## src/rtl/ram_write_arbiter_if.sv

```systemverilog
// ----------------------------------------------------------------------------
// ram_write_arbiter_if
//   Bundles the two requester handshakes, the re-clear request and the RAM
//   write-port outputs of ram_write_arbiter.
//
//   slave  : the arbiter side (takes requests, drives readies and RAM port)
//   master : the requester/RAM side (drives requests, observes the rest)
//
//   clear_req              request to re-clear the whole RAM (one cycle)
//   reqN_valid/addr/data   requester N write request
//   reqN_ready             requester N accepted this cycle (combinational)
//   w_addr/w_data          registered RAM write address/data
//   write_enable           registered RAM write strobe
//   init_done              high while the RAM holds valid contents
// ----------------------------------------------------------------------------
interface ram_write_arbiter_if #(
  parameter int ADDR_WIDTH = 3,
  parameter int DATA_WIDTH = 8
);
  logic                  clear_req;
  logic                  req0_valid;
  logic [ADDR_WIDTH-1:0] req0_addr;
  logic [DATA_WIDTH-1:0] req0_data;
  logic                  req0_ready;
  logic                  req1_valid;
  logic [ADDR_WIDTH-1:0] req1_addr;
  logic [DATA_WIDTH-1:0] req1_data;
  logic                  req1_ready;
  logic [ADDR_WIDTH-1:0] w_addr;
  logic [DATA_WIDTH-1:0] w_data;
  logic                  write_enable;
  logic                  init_done;

  modport slave (
    input  clear_req,
    input  req0_valid, req0_addr, req0_data,
    input  req1_valid, req1_addr, req1_data,
    output req0_ready, req1_ready,
    output w_addr, w_data, write_enable, init_done
  );

  modport master (
    output clear_req,
    output req0_valid, req0_addr, req0_data,
    output req1_valid, req1_addr, req1_data,
    input  req0_ready, req1_ready,
    input  w_addr, w_data, write_enable, init_done
  );
endinterface

```

## src/rtl/ram_write_arbiter.sv

```systemverilog
// ----------------------------------------------------------------------------
// ram_write_arbiter
//   Write-port controller for a RAM with one synchronous write port. After
//   reset (or a clear_req) it writes zero to every address, then shares the
//   write port between two requesters with round-robin arbitration.
//
//   clk  : rising-edge clock
//   rst  : synchronous, active-high reset
//   bus  : ram_write_arbiter_if.slave (requests, readies, RAM write port,
//          init_done)
// ----------------------------------------------------------------------------
module ram_write_arbiter #(
  parameter int ADDR_WIDTH = 3,
  parameter int DATA_WIDTH = 8
) (
  input  logic                clk,
  input  logic                rst,
  ram_write_arbiter_if.slave  bus
);

  typedef enum logic {
    ST_CLEAR = 1'b0,
    ST_RUN   = 1'b1
  } state_t;

  localparam logic [ADDR_WIDTH-1:0] CNT_LAST = '1;

  state_t                r_state, w_state_nxt;
  logic [ADDR_WIDTH-1:0] r_cnt, w_cnt_nxt;
  logic                  r_prio, w_prio_nxt;      // 0: requester 0 favoured
  logic                  r_we, w_we_nxt;
  logic [ADDR_WIDTH-1:0] r_w_addr, w_addr_nxt;
  logic [DATA_WIDTH-1:0] r_w_data, w_data_nxt;
  logic                  w_ready0, w_ready1;
  logic                  w_hs0, w_hs1;

  always_comb begin
    // NOTE: every signal written here gets a default first; any path that
    // skipped an assignment would otherwise infer a latch.
    w_state_nxt = r_state;
    w_cnt_nxt   = r_cnt;
    w_prio_nxt  = r_prio;
    w_we_nxt    = 1'b0;
    w_addr_nxt  = r_w_addr;
    w_data_nxt  = r_w_data;

    // A requester is ready unless the other one is both valid and favoured,
    // so a lone requester never waits. A pending clear blocks both.
    w_ready0 = (r_state == ST_RUN) && !bus.clear_req &&
               (!bus.req1_valid || (r_prio == 1'b0));
    w_ready1 = (r_state == ST_RUN) && !bus.clear_req &&
               (!bus.req0_valid || (r_prio == 1'b1));
    w_hs0    = bus.req0_valid && w_ready0;
    w_hs1    = bus.req1_valid && w_ready1;

    case (r_state)
      ST_CLEAR: begin
        w_we_nxt   = 1'b1;
        w_addr_nxt = r_cnt;
        w_data_nxt = '0;
        w_cnt_nxt  = r_cnt + 1'b1;   // wraps to 0 after the last address
        if (r_cnt == CNT_LAST) begin
          w_state_nxt = ST_RUN;
        end
      end
      ST_RUN: begin
        if (bus.clear_req) begin
          w_state_nxt = ST_CLEAR;
          w_cnt_nxt   = '0;
        end else if (w_hs0) begin
          w_we_nxt   = 1'b1;
          w_addr_nxt = bus.req0_addr;
          w_data_nxt = bus.req0_data;
          w_prio_nxt = 1'b1;
        end else if (w_hs1) begin
          w_we_nxt   = 1'b1;
          w_addr_nxt = bus.req1_addr;
          w_data_nxt = bus.req1_data;
          w_prio_nxt = 1'b0;
        end
      end
    endcase
  end

  // NOTE: state registers use non-blocking assignments so every flop samples
  // the pre-edge values regardless of statement order.
  always_ff @(posedge clk) begin
    if (rst) begin
      r_state  <= ST_CLEAR;
      r_cnt    <= '0;
      r_prio   <= 1'b0;
      r_we     <= 1'b0;
      r_w_addr <= '0;
      r_w_data <= '0;
    end else begin
      r_state  <= w_state_nxt;
      r_cnt    <= w_cnt_nxt;
      r_prio   <= w_prio_nxt;
      r_we     <= w_we_nxt;
      r_w_addr <= w_addr_nxt;
      r_w_data <= w_data_nxt;
    end
  end

  assign bus.req0_ready   = w_ready0;
  assign bus.req1_ready   = w_ready1;
  assign bus.w_addr       = r_w_addr;
  assign bus.w_data       = r_w_data;
  assign bus.write_enable = r_we;
  // The single-bit state flop is itself the RUN indicator.
  assign bus.init_done    = (r_state == ST_RUN);

endmodule

```

## src/flat_wrapper.sv

```systemverilog
// flat-port wrapper written by rule: the top's interface ports become plain ports
module ram_write_arbiter_flat 
#(
  parameter int ADDR_WIDTH = 3,
  parameter int DATA_WIDTH = 8
)
  (clk, rst, bus_clear_req, bus_req0_valid, bus_req0_addr, bus_req0_data, bus_req1_valid, bus_req1_addr, bus_req1_data, bus_req0_ready, bus_req1_ready, bus_w_addr, bus_w_data, bus_write_enable, bus_init_done);
  ram_write_arbiter_if #(.ADDR_WIDTH(ADDR_WIDTH), .DATA_WIDTH(DATA_WIDTH)) bus_i ();
  input  logic clk;
  input  logic rst;
  input wire logic [$bits(bus_i.clear_req)-1:0] bus_clear_req;
  input wire logic [$bits(bus_i.req0_valid)-1:0] bus_req0_valid;
  input wire logic [$bits(bus_i.req0_addr)-1:0] bus_req0_addr;
  input wire logic [$bits(bus_i.req0_data)-1:0] bus_req0_data;
  input wire logic [$bits(bus_i.req1_valid)-1:0] bus_req1_valid;
  input wire logic [$bits(bus_i.req1_addr)-1:0] bus_req1_addr;
  input wire logic [$bits(bus_i.req1_data)-1:0] bus_req1_data;
  output wire logic [$bits(bus_i.req0_ready)-1:0] bus_req0_ready;
  output wire logic [$bits(bus_i.req1_ready)-1:0] bus_req1_ready;
  output wire logic [$bits(bus_i.w_addr)-1:0] bus_w_addr;
  output wire logic [$bits(bus_i.w_data)-1:0] bus_w_data;
  output wire logic [$bits(bus_i.write_enable)-1:0] bus_write_enable;
  output wire logic [$bits(bus_i.init_done)-1:0] bus_init_done;
  assign bus_i.clear_req = bus_clear_req;
  assign bus_i.req0_valid = bus_req0_valid;
  assign bus_i.req0_addr = bus_req0_addr;
  assign bus_i.req0_data = bus_req0_data;
  assign bus_i.req1_valid = bus_req1_valid;
  assign bus_i.req1_addr = bus_req1_addr;
  assign bus_i.req1_data = bus_req1_data;
  assign bus_req0_ready = bus_i.req0_ready;
  assign bus_req1_ready = bus_i.req1_ready;
  assign bus_w_addr = bus_i.w_addr;
  assign bus_w_data = bus_i.w_data;
  assign bus_write_enable = bus_i.write_enable;
  assign bus_init_done = bus_i.init_done;
  ram_write_arbiter #(.ADDR_WIDTH(ADDR_WIDTH), .DATA_WIDTH(DATA_WIDTH)) u_core (.clk(clk), .rst(rst), .bus(bus_i));
endmodule
```

## config.mk

```make
export PLATFORM = sky130hd
export DESIGN_NAME = ram_write_arbiter_flat
export DESIGN_NICKNAME = d
export VERILOG_FILES = /design/src/rtl/ram_write_arbiter_if.sv /design/src/rtl/ram_write_arbiter.sv /design/src/flat_wrapper.sv
export SDC_FILE = /design/constraint.sdc
export NUM_CORES = 1
export LEC_CHECK = 0
export BUFFER_PORTS_ARGS = -buffer_cell sky130_fd_sc_hd__buf_2
export CELL_PAD_IN_SITES_DETAIL_PLACEMENT = 1
export CELL_PAD_IN_SITES_GLOBAL_PLACEMENT = 1
export CORE_MARGIN = 8
export CORE_UTILIZATION = 37
export CTS_BUF_LIST = sky130_fd_sc_hd__clkbuf_4 sky130_fd_sc_hd__clkbuf_8
export DETAILED_ROUTE_END_ITERATION = 8
export GPL_ROUTABILITY_DRIVEN = 0
export PLACE_DENSITY = 0.93
export SLEW_MARGIN = 10
export SYNTH_ARGS = -nofsm -noshare
export SYNTH_HDL_FRONTEND = slang
export SYNTH_SLANG_ARGS = --single-unit
export TNS_END_PERCENT = 10
```

## constraint.sdc

```tcl
create_clock -name clk -period 3.5 [get_ports clk]
set_input_delay 0.35 -clock clk [delete_from_list [all_inputs] [get_ports clk]]
set_output_delay 0.35 -clock clk [all_outputs]
set_load 0.02 [all_outputs]
```

==> reports/metrics.cfg, run 1 <==
[routing]
drtIter0Drc=37
vias=928
post-route-drc-count=0
wl_um=2860
vias_per_cell=5.56
firstDrtPassIters=4
wl_per_cell_um=17.1
antenna_left=0

[global_route]
overflow=0
grt_usage_pct=13.0
grt_pass1_vias=1037
antenna_found_initial=0
grt_start_max_net_pins=28
grt_first_pass_wirelength_um=4630

[pwr]
switching_share_pct=25.0
share_comb_of_total_power_pct=15.4
pwr-share-clk_pct=29.7
ir_worst_vdd_mv=0.233
p_sw_uw=92.1
p_int_uw=277
p_per_area_nw_per_um2=326
p_seq_share_pct=54.9
leakage_uw=0.000483

[worst_setup_path]
path_class=flip-flop to output pin
cp.arrival_ps=1720
cp_top_family=simple AND/OR/NAND/NOR gates
crit_buf_inv=1
crit_slowest_cell=dfxtp_1
r2r_start=u_core.bus.init_done$_SDFF_PP0_
path_max_fanout=17
cp_slowest_stage_delay_ps=600
path_cells=nor2b_4 > and2_1 > buf_2
crit_path_end_kind=output pin
crit_path_start_kind=flip-flop
critPathRequiredTime_ps=3150
critPathLaunch=u_core.bus.init_done$_SDFF_PP0_

[clock_network]
clk_latency_ps=280
cts_made_buffers=3
htreeDepth=1
clk_path_buf_depth=2
clk_pin_slew_worst_paths_ps=100
clock_sinks=17
postCtsResizedCells=0
post_cts_buffers=0
cts_tree=done
hold_buffers=0
root_buffer=clkbuf_4

[timing]
period_share_pct=59.2
hold_violations=0
max_freq_ghz=0.482
relSlewSlack_pct=67.7
setup_tns_ps=0
worstMarginPinSlew_ps=472
setup_viol=0
report.final.slew_viol_count=0
clock_skew_ps=3.90
period_minus_slack_ps=2070
whs_ps=382
setup_ws_ps=1430
rsz0062_at_grt=false

[worst_hold_path]
hp-start=rst
min_path_type=input port to flip-flop

[synth]
ys_seq_elements=17
synth.area.top_cells=dfxtp_1, o32ai_1, a22oi_1
synth_ff_type=dfxtp_1
synth_top_cell_by_area=dfxtp_1
synth_nets=132
ys_types=33
yosysWarnings=0
seq_area_frac_synth_pct=36.1
syn_area_sq_um=942
synth_edf_count=0
synthArstFlopShare_pct=0
yosysTopAreaCellShare_pct=36.1
synth_cells=103
avgSynthCellArea_sq_um=9.15

[die]
die_w_um=66.5
die_area_sq_um=4420
core_area_sq_um=2450
die_h_um=66.5
start_util_pct=38.4
rows=18
io_pins=42

[layout]
multi_input_comb_area_sq_um=484
antenna_cells=0
nets=167
fillers=326
ff_latch_area_sq_um=340
drive_gt1_share_pct=34.3
fin_util_pct=46.1
syn2layout_area_growth_pct=20.1

[placement]
dpl.hpwl_um=2280
place_ws_ps=1720
port_buffers=41

[run]
max-cap-violations=0

[run_status]
outcome=finished, final reports clean

-- cells by family after synthesis --
family	count (synthesis)	share of synthesized area, %
AO/OA/AOI/OAI	39	30.0
adder cells (fa/ha/maj)	2	2.66
buffers and inverters	20	12.5
flip-flops	17	36.1
AND/OR/NAND/NOR	25	18.7
-- final cells by class --
type / instances / area share, %
Clock buffer: 4 / 2.65
Tap cell: 30 / 3.32
Timing Repair Buffer: 41 / 18.1
Inverter: 9 / 2.99
Sequential cell: 17 / 30.1
Multi-Input combinational cell: 66 / 42.8
-- power groups by stage --
stage	clock [uW]	combinational, uW	sequential [uW]
after floorplan	0	30.4	210
after global placement	0	54.1	207
after detailed placement	0	57.4	207
after CTS	112	57.5	203
after global routing	122	63.6	203
final	109	56.9	203
-- metal layers --
layer	wire, um	GRT usage [%]	part of all wire (%)
met4	13	4.53	0.46
met3	287	4.53	10
met5	0	0	0
met1	1230	14.7	43
met2	1320	22.2	46
-- synthesized netlist by cell type (3+ instances only) --
master / instances
a21oi_1: 7
a22oi_1: 8
a31oi_1: 8
buf_2: 3
clkbuf_1: 3
dfxtp_1: 17
inv_1: 9
nand2b_1: 5
nand3b_1: 3
nor2_1: 3
o32ai_1: 8
-- worst paths after layout --
kind | endpoint | slack (ps) | cells after the start
max | bus_req1_ready | 1430 | 3
min | u_core.r_cnt[2]$_SDFFE_PP0P_ | 380 | 2
max reg2reg | u_core.bus.w_data[3]$_SDFFE_PP0P_ | 1860 | 3
min reg2reg | u_core.bus.w_data[0]$_SDFFE_PP0P_ | 470 | 2
-- state kept, by name, indices dropped and copies added (netlist names) --
signal and flops:
u_core.bus.init_done 1, u_core.r_cnt 3, u_core.bus.w_addr 3, u_core.r_prio 1, u_core.bus.write_enable 1, u_core.bus.w_data 8
-- per-stage QoR --
stage,power [uW],instances,area [sq um]
CTS,373,167,1130
global route,389,167,1130
global placement,261,163,1100
detailed placement,265,163,1100
finish,369,167,1130
floorplan,240,103,942
-- cell usage in the layout (no fill, tap or decap), types with 2 or more instances in the layout --
master	Yosys	layout
clkbuf_4	1	4
and4b_1	2	2
a22oi_1	8	8
nor4_1	2	2
inv_1	9	9
buf_2	3	41
and2b_1	2	2
a31oi_1	8	8
a21oi_1	7	7
a2111oi_0	2	2
dfxtp_1	17	17
nand2b_1	5	5
nor2_1	3	3
o32ai_1	8	8
ha_1	2	2
a221oi_1	2	2
nand3b_1	3	3
Note: power is estimated with default switching activity, not from simulation.
==> run 2: changes to the inputs <==
- CORE_ASPECT_RATIO: not set -> 2
- CORE_UTILIZATION: 37 -> 31
- PLACE_DENSITY: 0.93 -> 0.84
- clock period: 3.5 -> 1.8 ns (I/O delays scaled with it)
==> reports/metrics.cfg, run 2 (synthesized netlist as in run 1, its figures left out) <==
[worst_setup_path]
cp_top_family=simple AND/OR/NAND/NOR gates
path_depth=3  ; unchanged
r2r_slack_ps=480  ; -1380 ps
crit_slowest_cell=nor2b_4
crit_path_start_kind=flip-flop
crit_buf_inv=1  ; unchanged
r2r_start=u_core.bus.init_done$_SDFF_PP0_
crit_path_end_kind=output pin
cp_slowest_stage_delay_ps=400  ; -200 ps
path_class=flip-flop to output pin
critPathRequiredTime_ps=1620  ; -1530 ps
path_max_fanout=17  ; unchanged
path_cells=nor2b_4 > and2_1 > buf_2
cp.arrival_ps=1340  ; -380 ps
r2r_end=u_core.bus.w_data[1]$_SDFFE_PP0P_
ff2ff_path_depth=3  ; unchanged

[layout]
drive_gt1_share_pct=35.3  ; +0.95 points
ff_latch_area_sq_um=340  ; unchanged
syn2layout_area_growth_pct=23.6
antenna_cells=0  ; unchanged
nets=169  ; +1.2%
mostFrequentLayoutCell=buf_2
layout_common_cells=buf_2, dfxtp_1, inv_1
finalNonFillerCells=169  ; +1.2%
multi_input_comb_area_sq_um=484  ; unchanged
fillers=385  ; +18%
largest_reg_flops=8  ; unchanged

[routing]
wl_per_cell_um=18.3  ; +7.0%
vias_per_cell=5.75  ; +3.4%
drtIter0Drc=14  ; -62%
wl_um=3100  ; +8.3%
firstDrtPassIters=2  ; -2
post-route-drc-count=0  ; unchanged
vias=971  ; +4.6%
antenna_left=0  ; unchanged

[die]
start_util_pct=32.0  ; -6.4 points
core_area_sq_um=2940  ; +20%
io_pins=42  ; unchanged
die_area_sq_um=5170  ; +17%
rows=28  ; +10
die_w_um=55.0  ; -17%
die_h_um=94.0  ; +41%

[timing]
rsz0062_at_grt=false
max_freq_ghz=0.656
period_minus_slack_ps=1520
setup_viol=0  ; unchanged
setup_tns_ps=0  ; unchanged
worstMarginPinSlew_ps=401  ; -71.4 ps
relSlewSlack_pct=72.6  ; +4.9 points
period_share_pct=84.7
clock_skew_ps=2.64  ; -1.26 ps
hold_violations=0  ; unchanged
report.final.slew_viol_count=0  ; unchanged

[pwr]
leakage_uw=0.000500  ; +3.6%
p_per_area_nw_per_um2=696  ; +110%
ir_worst_vdd_mv=0.473  ; +100%

[clock_network]
postCtsResizedCells=0  ; unchanged
clock_sinks=17  ; unchanged
clk_latency_ps=250  ; -30 ps
clk_pin_slew_worst_paths_ps=70  ; -30 ps
cts_tree=done
clk_path_buf_depth=2  ; unchanged
post_cts_buffers=0  ; unchanged
root_buffer=clkbuf_8
htreeDepth=1  ; unchanged
hold_buffers=0  ; unchanged
cts_made_buffers=3  ; unchanged

[placement]
place_inst=165  ; +1.2%
port_buffers=41  ; unchanged
dpl.hpwl_um=2490  ; +9.0%

[global_route]
grt_start_max_net_pins=28  ; unchanged
overflow=0  ; unchanged
grt_usage_pct=12.0  ; -0.98 points
grt_pass1_vias=999  ; -3.7%
antenna_found_initial=0  ; unchanged
grt_first_pass_wirelength_um=4720  ; +1.9%

[worst_hold_path]
min_path_type=input port to flip-flop
hp-start=rst
min_to=u_core.r_cnt[1]$_SDFFE_PP0P_
whs_path_depth=2  ; unchanged

[run]
max-cap-violations=0  ; unchanged

[run_status]
outcome=finished, final reports clean

[run 2: cell count changes in the layout (fill, tap and decap cells not counted), sizes merged]
cell | previous run | this run
buf | 41 | 43
[run 2: worst reg2reg max path, cell delays in order, from the launching register on]
cell      delay (ps)
dfxtp_1          340
nor2b_4          400
nand2b_4         150
o32ai_1          330
[run 2: cell type report]
type	instances	share of cell area, %
Sequential cell	17	29.2
Clock buffer	4	4.19
Multi-Input combinational cell	66	41.6
Inverter	9	2.90
Timing Repair Buffer	43	18.9
Tap cell	30	3.22
[run 2: worst max-delay path by stage]
stage	endpoint	startpoint
4_1_cts	bus_req1_ready	u_core.bus.init_done$_SDFF_PP0_
3_3_place_gp	bus_req1_ready	bus_req0_valid
5_1_grt	bus_req1_ready	u_core.bus.init_done$_SDFF_PP0_
3_5_place_dp	u_core.bus.w_addr[1]$_SDFFE_PP0P_	bus_req0_valid
6_report	bus_req1_ready	u_core.bus.init_done$_SDFF_PP0_
2_1_floorplan	bus_req1_ready	u_core.bus.init_done$_SDFF_PP0_
[run 2: power breakdown]
| part | switching (uW) | internal, uW | total, uW |
|---|---|---|---|
| combinational | 61.2 | 50.6 | 112 |
| sequential | 7.02 | 387 | 394 |
| clock | 132 | 172 | 304 |
[run 2: metal layers]
layer  vias to the layer above  wire length (um)  global-route usage [%]
li1                        464                 -                       -
met1                       467              1120                    12.5
met2                        32              1670                    20.7
met3                         8               213                    2.70
met4                         0                87                    6.65
met5                         -                 0                       0
[run 2: through the flow]
| step | total power [uW] | hold slack [ps] | setup WS [ps] | utilization (%) | cell area, sq um |
|---|---|---|---|---|---|
| 3_3_place_gp | 509 | 443 | 502 | 37.9 | 1120 |
| 2_1_floorplan | 467 | 366 | 473 | - | 942 |
| 3_5_place_dp | 515 | 447 | 341 | 37.9 | 1120 |
| 4_1_cts | 820 | 238 | 269 | 39.6 | 1160 |
| 6_report | 811 | 236 | 276 | 39.6 | 1160 |
| 5_1_grt | 849 | 244 | 175 | 39.6 | 1160 |
==> run 3: changes to the inputs <==
- clock period: 1.8 -> 1.3 ns (I/O delays scaled with it)
==> reports/metrics.cfg, run 3 (synthesized netlist as in run 1, its figures left out) <==
[layout]
finalNonFillerCells=175  ; +3.6%
nets=175  ; +3.6%
mostFrequentLayoutCell=buf_2
drive_gt1_share_pct=39.3  ; +4.1 points
syn2layout_area_growth_pct=30.3
largest_reg_flops=8  ; unchanged
layout_common_cells=buf_2, dfxtp_1, inv_1
antenna_cells=0  ; unchanged

[die]
die_w_um=55.0  ; unchanged
core_area_sq_um=2940  ; unchanged
die_h_um=94.0  ; unchanged
start_util_pct=32.0  ; unchanged
io_pins=42  ; unchanged
rows=28  ; unchanged
die_area_sq_um=5170  ; unchanged

[timing]
worstMarginPinSlew_ps=444  ; +42.7 ps
setup_viol=0  ; unchanged
max_freq_ghz=0.777
setup_tns_ps=0  ; unchanged
relSlewSlack_pct=69.7  ; -2.9 points
setup_ws_ps=13.4  ; -263 ps
period_minus_slack_ps=1290
clock_skew_ps=2.23  ; -0.411 ps
rsz0062_at_grt=true
report.final.slew_viol_count=0  ; unchanged
hold_violations=0  ; unchanged
period_share_pct=99.0

[routing]
post-route-drc-count=0  ; unchanged
vias_per_cell=5.73  ; -0.25%
wl_per_cell_um=18.3  ; about the same
drtIter0Drc=18  ; +4
firstDrtPassIters=4  ; +2
vias=1003  ; +3.3%
wl_um=3200  ; +3.5%
antenna_left=0  ; unchanged

[clock_network]
clk_pin_slew_worst_paths_ps=70  ; about the same
cts_tree=done
root_buffer=clkbuf_8
clock_sinks=17  ; unchanged
htreeDepth=1  ; unchanged
clk_latency_ps=250  ; about the same
clk_path_buf_depth=2  ; unchanged
cts_made_buffers=3  ; unchanged
hold_buffers=0  ; unchanged

[global_route]
grt_start_max_net_pins=18  ; -36%
grt_usage_pct=12.9  ; +0.83 points
antenna_found_initial=0  ; unchanged
grt_first_pass_wirelength_um=4950  ; +5.0%
grt_pass1_vias=1105  ; +11%
overflow=0  ; unchanged

[worst_setup_path]
path_class=flip-flop to flip-flop
crit_slowest_cell=dfxtp_4
cp.arrival_ps=1450  ; +110 ps
crit_path_end_kind=flip-flop
ff2ff_path_depth=5  ; +2
path_max_fanout=11  ; -6
path_cells=nor2b_4 > buf_6 > buf_4 > and4b_1 > nor4_1
r2r_end=u_core.bus.w_addr[1]$_SDFFE_PP0P_
crit_path_start_kind=flip-flop
r2r_start=u_core.bus.init_done$_SDFF_PP0_
critPathRequiredTime_ps=1460  ; -160 ps
cp_slowest_stage_delay_ps=380  ; -20 ps
critPathLaunch=u_core.bus.init_done$_SDFF_PP0_
r2r_slack_ps=10  ; -470 ps
setup.worst_path.end=u_core.bus.w_addr[1]$_SDFFE_PP0P_

[worst_hold_path]
min_path_type=input port to flip-flop

[pwr]
ir_worst_vdd_mv=0.629  ; +33%
leakage_uw=0.000533  ; +6.6%
p_per_area_nw_per_um2=923  ; +33%

[placement]
port_buffers=41  ; unchanged
dpl.hpwl_um=2480  ; -0.43%
place_inst=167  ; +1.2%
place_ws_ps=-105  ; -446 ps

[run]
max-cap-violations=0  ; unchanged

[run_status]
outcome=finished, final reports clean

run 3: how the worst min path moves through the flow:
stage / start / to / slack (ps) / depth (start not counted)
2_1_floorplan: bus_clear_req / u_core.r_cnt[1]$_SDFFE_PP0P_ / 320 / 2
3_3_place_gp: u_core.bus.w_data[3]$_SDFFE_PP0P_ / u_core.bus.w_data[3]$_SDFFE_PP0P_ / 440 / 2
3_5_place_dp: rst / u_core.bus.init_done$_SDFF_PP0_ / 450 / 2
4_1_cts: rst / u_core.bus.init_done$_SDFF_PP0_ / 180 / 2
5_1_grt: rst / u_core.r_cnt[0]$_SDFFE_PP0P_ / 200 / 2
6_report: rst / u_core.bus.init_done$_SDFF_PP0_ / 180 / 2
run 3: area by class of cell:
class	instances	area [sq um]
multi-input combinational	66	492
clock buffer	4	48.8
tap	30	37.5
inverter	9	33.8
timing repair buffer	49	272
sequential	17	344
fill	385	1720
run 3: timing repair:
| item | in CTS | in global routing |
|---|---|---|
| setup buffers | 4 | 0 |
| pin swaps | 0 | 1 |
| gates resized for setup | 3 | 2 |
| gates cloned | 0 | 0 |
| endpoints found under the setup margin | 10 | 11 |
run 3: where the power goes:
part | internal, uW | leakage [uW] | switching [uW] | total (uW)
combinational | 76.0 | 0.000368 | 84.8 | 161
clock | 239 | 0.0000262 | 186 | 425
sequential | 534 | 0.000139 | 12.3 | 547
run 3: metrics by stage:
stage          cell area (sq um)  power, uW  utilization [%]  hold WS, ps
2_1_floorplan                943        646                -          316
6_report                    1230       1130             41.7          179
3_5_place_dp                1130        719             38.5          447
5_1_grt                     1230       1180             41.7          199
3_3_place_gp                1130        713             38.5          442
4_1_cts                     1220       1150             41.5          176
run 3: worst max-delay path: cells and delay by family, from the launching register on:
kind / cells / cell delay [ps]
buffers and inverters: 2 / 280
DFF: 1 / 380
and+or+nand+nor: 3 / 530
run 3: layer usage:
layer	share of wire [%]	vias up	global-route usage (%)
li1	-	474	-
met1	35	487	11.5
met2	55	33	23.2
met3	6.5	9	2.70
met4	3.3	0	9.07
met5	0	-	0
